==> src/rtl/fwd_hazard_unit.sv <==
// Operand forwarding select and load-use stall control for the EX stage.
// Drives EX operand muxes, PC/IF-ID write enables, bubble insert, stall stats.
//
// Ports:
//   Clk, Rst_n          clock (rising), async active-low reset
//   EXMEMRegWrite/Rd    EX/MEM writeback intent and destination
//   MEMWBRegWrite/Rd    MEM/WB writeback intent and destination
//   IDEXRs/Rt           EX-stage sources (Rt is also the load destination)
//   IDEXMemRead         EX-stage instruction is a load
//   IFIDRs/Rt           ID-stage sources; IFIDUsesRt qualifies Rt
//   Flush               IF/ID squashed by a taken branch/jump
//   Amux/Bmux           00 regfile, 01 EX/MEM, 10 MEM/WB, 11 history
//   PCWrite, IFIDWrite  front-end write enables (low while stalled)
//   IDEXBubble          insert NOP into ID/EX
//   StallCount          saturating count of stalled cycles since reset
module fwd_hazard_unit #(
  parameter int RA_W     = 5,
  parameter int LOAD_LAT = 1,
  parameter int CNT_W    = 16
) (
  input  logic            Clk,
  input  logic            Rst_n,
  input  logic            EXMEMRegWrite,
  input  logic [RA_W-1:0] EXMEMRd,
  input  logic            MEMWBRegWrite,
  input  logic [RA_W-1:0] MEMWBRd,
  input  logic [RA_W-1:0] IDEXRs,
  input  logic [RA_W-1:0] IDEXRt,
  input  logic            IDEXMemRead,
  input  logic [RA_W-1:0] IFIDRs,
  input  logic [RA_W-1:0] IFIDRt,
  input  logic            IFIDUsesRt,
  input  logic            Flush,
  output logic [1:0]      Amux,
  output logic [1:0]      Bmux,
  output logic            PCWrite,
  output logic            IFIDWrite,
  output logic            IDEXBubble,
  output logic [CNT_W-1:0] StallCount
);

  localparam int LC_W = (LOAD_LAT > 1) ? $clog2(LOAD_LAT) : 1;

  typedef enum logic {
    IDLE,
    STALL
  } state_e;

  state_e            state_q, state_d;
  logic [LC_W-1:0]   lat_cnt_q, lat_cnt_d;
  logic              hist_valid_q, hist_valid_d;
  logic [RA_W-1:0]   hist_rd_q, hist_rd_d;
  logic [CNT_W-1:0]  stall_cnt_q, stall_cnt_d;
  logic              hazard;
  logic              stall_raw;
  logic              stall;

  // The history entry is only valid for a nonzero destination; the
  // explicit src check keeps r0 out of every forwarding path.
  function automatic logic [1:0] fwd_sel(input logic [RA_W-1:0] src);
    logic [1:0] sel;
    sel = 2'b00;
    if (src != '0) begin
      if (EXMEMRegWrite && EXMEMRd == src)
        sel = 2'b01;
      else if (MEMWBRegWrite && MEMWBRd == src)
        sel = 2'b10;
      else if (hist_valid_q && hist_rd_q == src)
        sel = 2'b11;
    end
    return sel;
  endfunction

  always_comb begin
    Amux = fwd_sel(IDEXRs);
    Bmux = fwd_sel(IDEXRt);
  end

  always_comb begin
    hist_valid_d = MEMWBRegWrite && (MEMWBRd != '0);
    hist_rd_d    = MEMWBRd;
  end

  assign hazard = IDEXMemRead && (IDEXRt != '0) && !Flush &&
                  ((IDEXRt == IFIDRs) ||
                   (IFIDUsesRt && IDEXRt == IFIDRt));

  always_comb begin
    state_d   = state_q;
    lat_cnt_d = lat_cnt_q;
    stall_raw = 1'b0;
    unique case (state_q)
      IDLE: begin
        if (hazard) begin
          stall_raw = 1'b1;
          if (LOAD_LAT > 1) begin
            state_d   = STALL;
            lat_cnt_d = LC_W'(LOAD_LAT - 1);
          end
        end
      end
      STALL: begin
        // The dependent instruction is gone, so the hold is pointless.
        if (Flush) begin
          state_d   = IDLE;
          lat_cnt_d = '0;
        end else begin
          stall_raw = 1'b1;
          lat_cnt_d = lat_cnt_q - LC_W'(1);
          if (lat_cnt_q == LC_W'(1))
            state_d = IDLE;
        end
      end
      default: begin
        state_d   = IDLE;
        lat_cnt_d = '0;
      end
    endcase
  end

  // Gate with reset so the front end runs freely while reset is held,
  // even if a hazard pattern sits on the inputs.
  assign stall      = stall_raw && Rst_n;
  assign PCWrite    = !stall;
  assign IFIDWrite  = !stall;
  assign IDEXBubble = stall;

  always_comb begin
    stall_cnt_d = stall_cnt_q;
    if (stall && stall_cnt_q != '1)
      stall_cnt_d = stall_cnt_q + CNT_W'(1);
  end

  assign StallCount = stall_cnt_q;

  always_ff @(posedge Clk or negedge Rst_n) begin
    if (!Rst_n) begin
      state_q      <= IDLE;
      lat_cnt_q    <= '0;
      hist_valid_q <= 1'b0;
      hist_rd_q    <= '0;
      stall_cnt_q  <= '0;
    end else begin
      state_q      <= state_d;
      lat_cnt_q    <= lat_cnt_d;
      hist_valid_q <= hist_valid_d;
      hist_rd_q    <= hist_rd_d;
      stall_cnt_q  <= stall_cnt_d;
    end
  end

endmodule

==> config.mk <==
export PLATFORM = sky130hd
export DESIGN_NAME = fwd_hazard_unit
export DESIGN_NICKNAME = d
export VERILOG_FILES = /design/src/rtl/fwd_hazard_unit.sv
export SDC_FILE = /design/constraint.sdc
export NUM_CORES = 1
export LEC_CHECK = 0
export CAP_MARGIN = 20
export CORE_MARGIN = 1
export CORE_UTILIZATION = 45
export CTS_CLUSTER_DIAMETER = 80
export CTS_CLUSTER_SIZE = 30
export DETAILED_ROUTE_END_ITERATION = 8
export GPL_ROUTABILITY_DRIVEN = 0
export GPL_TIMING_DRIVEN = 0
export PLACE_DENSITY_LB_ADDON = 0.2
export SETUP_SLACK_MARGIN = 0.1
export SLEW_MARGIN = 20
export SYNTH_ARGS = -nofsm -noshare
export SYNTH_HDL_FRONTEND = slang
export SYNTH_SLANG_ARGS = --single-unit
==> constraint.sdc <==
create_clock -name Clk -period 3.4 [get_ports Clk]
set_clock_uncertainty 0.15 [all_clocks]
set_input_delay 0.85 -clock Clk [delete_from_list [all_inputs] [get_ports Clk]]
set_output_delay 0.85 -clock Clk [all_outputs]
set_load 0.02 [all_outputs]
==> results.md <==
* Critical path arrival at approximately 2.3 ns
* Sequential fraction of the synthesis area at 36.50%
* Number of global-route vias before repair at 1551
* Warnings from Yosys at 0
* Initial antenna violation count at 0
* Worst-path cell chain: dlygate4sd2_1 > xor2_1 > nor4_2 > nand3_1 > nand2_2 > a21o_1 > nand2_2 > buf_6 > buf_6
* Drt first pass iters at 4
* Final Routed Wirelength at between 4 and 5 mm
* Port Buffers at 54
* Worst setup EP type: output port
* CTS tree: built
* CP delay by family, top: simple AND/OR/NAND/NOR gates
* Endpoints failing hold at 0
* Critical Path RT at between 2 and 2.5 ns
* Reg2Reg Capture Point: StallCount[1]$_DFFE_PN0P_
* Yosys reg bits at 24
* Worst setup SP type: input pin
* Worst Setup Slack post-DPL at -0.9378 ns
* Final worst setup slack at roughly 0.14 ns
* Post-layout util at 67.84%
* Crit path buffers/inverters at 3
* Max incr delay on CP at 0.27 ns
* Grt total ovfl at 0
* Synthesized area at 1645 um2
* Fmax achieved at 0.3072 GHz
* Worst-margin pin slew at 0.5547 ns
* Most frequent cells in the layout: 31 x xor2_1, 26 x clkdlybuf4s50_1, 24 x dfrtp_1
* Final Setup Violations at 0
* HPWL Detailed at 3.095 mm
* Most used DFF post-synth: dfrtp_1
* Row count at 21
* GRT Util Overall at 22.60%
* Initial DRC Count at 61
* Register Area at 600.6 um2
* Mapped Cells at 170
* Unrepaired setup endpoints after global routing: yes
* Max-slew violation count at 0
* CTS H-tree lvls at 1
* Skew-Pair Late Insertion Delay at 0.32 ns
* WHS Path Cells at 1
* Worst-path maximum fanout at 2
* Vias at around 1500
* Die area at 3902 um2
* Post-route setup TNS at 0 ns
* CP Depth at 9
* Max VDD drop at 218.7 uV
* Hold_sp: lat_cnt_q$_DFFE_PN0P_
* First-pass GRT wire length at 7.044 mm
* Fin crit period at 3.255 ns
* CTS root buf: clkbuf_4
* Reg clk slew, reported paths at 0.13 ns
* Core area at 3416 um2
* R2r startpoint: StallCount[4]$_DFFE_PN0P_
* Largest net degree at the start of global routing at 26
* Area of the multi-input gates at 1035 um2
* Outcome: completed
* Worst min path class: reg -> reg
* Max-cap check violation count at 0
* Initial core utilization at 48.17%
* Worst-case clock buffer depth at 2
* Asr flop ratio synth at 100.0%
* R2R depth at 6
* Synthesized Nets at 208
* Die Ht at 62.47 um
* Crit-path slowest cell: nor4_2
* Leading cell type in the layout, fill and taps excluded: xor2_1
* Hold Buf Count CTS at 0
* DIE WIDTH at 62.47 um
* Critical Path Start: IFIDRt[2]
* Distinct cells, synth at 34
* Crit share post-route at 95.74%
* CP endpoint: PCWrite
* I/O Pins at 60
* R2R setup slack at between 1 and 1.5 ns
* TritonCTS Sinks at 24
* Nets at 270
* CP Class: in -> out
* Slew HR at around 63%
* Num CTS Buffers at 3
* Drt via density at 5.404
* Leakage power total at roughly 1.1 nW
* Post-route ant nets at 0
* Layout Area Growth over Synthesis at 40.84%
* Routed WL per cell at 15.22 um
* Power Dens Cells at 274.5 nW/um2
* Layout cells sized above 1 at between 15 and 20%
* Ant. Diodes at 0
* WHS at about 0.32 ns
* Avg Cell Area, Syn at between 9 and 10 um2
* Post-synth EDFFs at 0
* Remaining DRCs at 0
* Fillers at approximately 300
repair_timing:
action                     in CTS  in global routing
gates resized for setup        51                 30
pin swaps                       8                 14
setup endpoints to repair      10                  7
buffers inserted                3                  0
state kept, by name, indices dropped and copies added, names as in the netlist:
register      flops
hist_rd_q         5
hist_valid_q      1
state_q           1
StallCount       16
lat_cnt_q         1
final cells by class:
type | instances | share of cell area [%]
Multi-Input combinational cell | 137 | 44.65
Inverter | 1 | 0.1620
Buffer | 8 | 2.214
Clock buffer | 4 | 1.566
Tap cell | 46 | 2.484
Timing Repair Buffer | 57 | 23.00
Sequential cell | 24 | 25.92
per-stage QoR:
step / instance area, um2 / power, mW / instances
2_1_floorplan: 1645 / 0.4001 / 170
3_3_place_gp: 2243 / 0.4853 / 270
3_5_place_dp: 2243 / 0.4905 / 270
4_1_cts: 2271 / 0.6371 / 277
5_1_grt: 2317 / 0.6714 / 277
6_report: 2317 / 0.6360 / 277
synthesized netlist by cell type, drive strengths merged, types with 3 or more instances:
cell | number | area (um2)
and3 | 12 | 75.07
and4 | 3 | 28.78
buf | 7 | 43.79
dfrtp | 24 | 600.6
mux2 | 3 | 33.78
nand2 | 6 | 25.03
nand3 | 15 | 75.07
nand4 | 4 | 25.02
nor2 | 5 | 21.27
nor2b | 3 | 18.77
nor3 | 8 | 40.04
nor4 | 7 | 43.79
xnor2 | 22 | 192.7
xor2 | 31 | 271.5
how the worst min path moves through the flow:
stage / to
final: state_q$_DFF_PN0_
after global routing: state_q$_DFF_PN0_
after CTS: state_q$_DFF_PN0_
after detailed placement: state_q$_DFF_PN0_
after global placement: state_q$_DFF_PN0_
after floorplan: state_q$_DFF_PN0_
routing by layer:
layer  global-route usage, %  vias to the layer above  wire (um)
met5                       0                        -          0
met4                   8.140                        0         65
met3                   3.285                        6        232
met2                   40.90                       58       2134
met1                   26.91                      718       1784
li1                        -                      715          -
kinds of logic (layout without fill, tap and decap cells):
family | after synthesis | after routing | synth area share (%)
AO/OA/AOI/OAI | 9 | 9 | 4.563
XOR/XNOR | 53 | 53 | 28.21
adder cells (fa/ha/maj) | 1 | 1 | 0.7603
buffers and inverters | 9 | 70 | 3.117
flip-flops | 24 | 24 | 36.50
multiplexers | 3 | 3 | 2.053
AND/OR/NAND/NOR | 71 | 71 | 24.79
report_power, final:
| group | leakage (nW) | internal [mW] | switching [mW] | total (mW) |
|---|---|---|---|---|
| clock | 0.0210 | 0.0655 | 0.0846 | 0.150 |
| combinational | 0.738 | 0.0854 | 0.0851 | 0.171 |
| sequential | 0.317 | 0.300 | 0.0154 | 0.315 |
| total | 1.08 | 0.451 | 0.185 | 0.636 |
(Power assumes the default switching activity.)
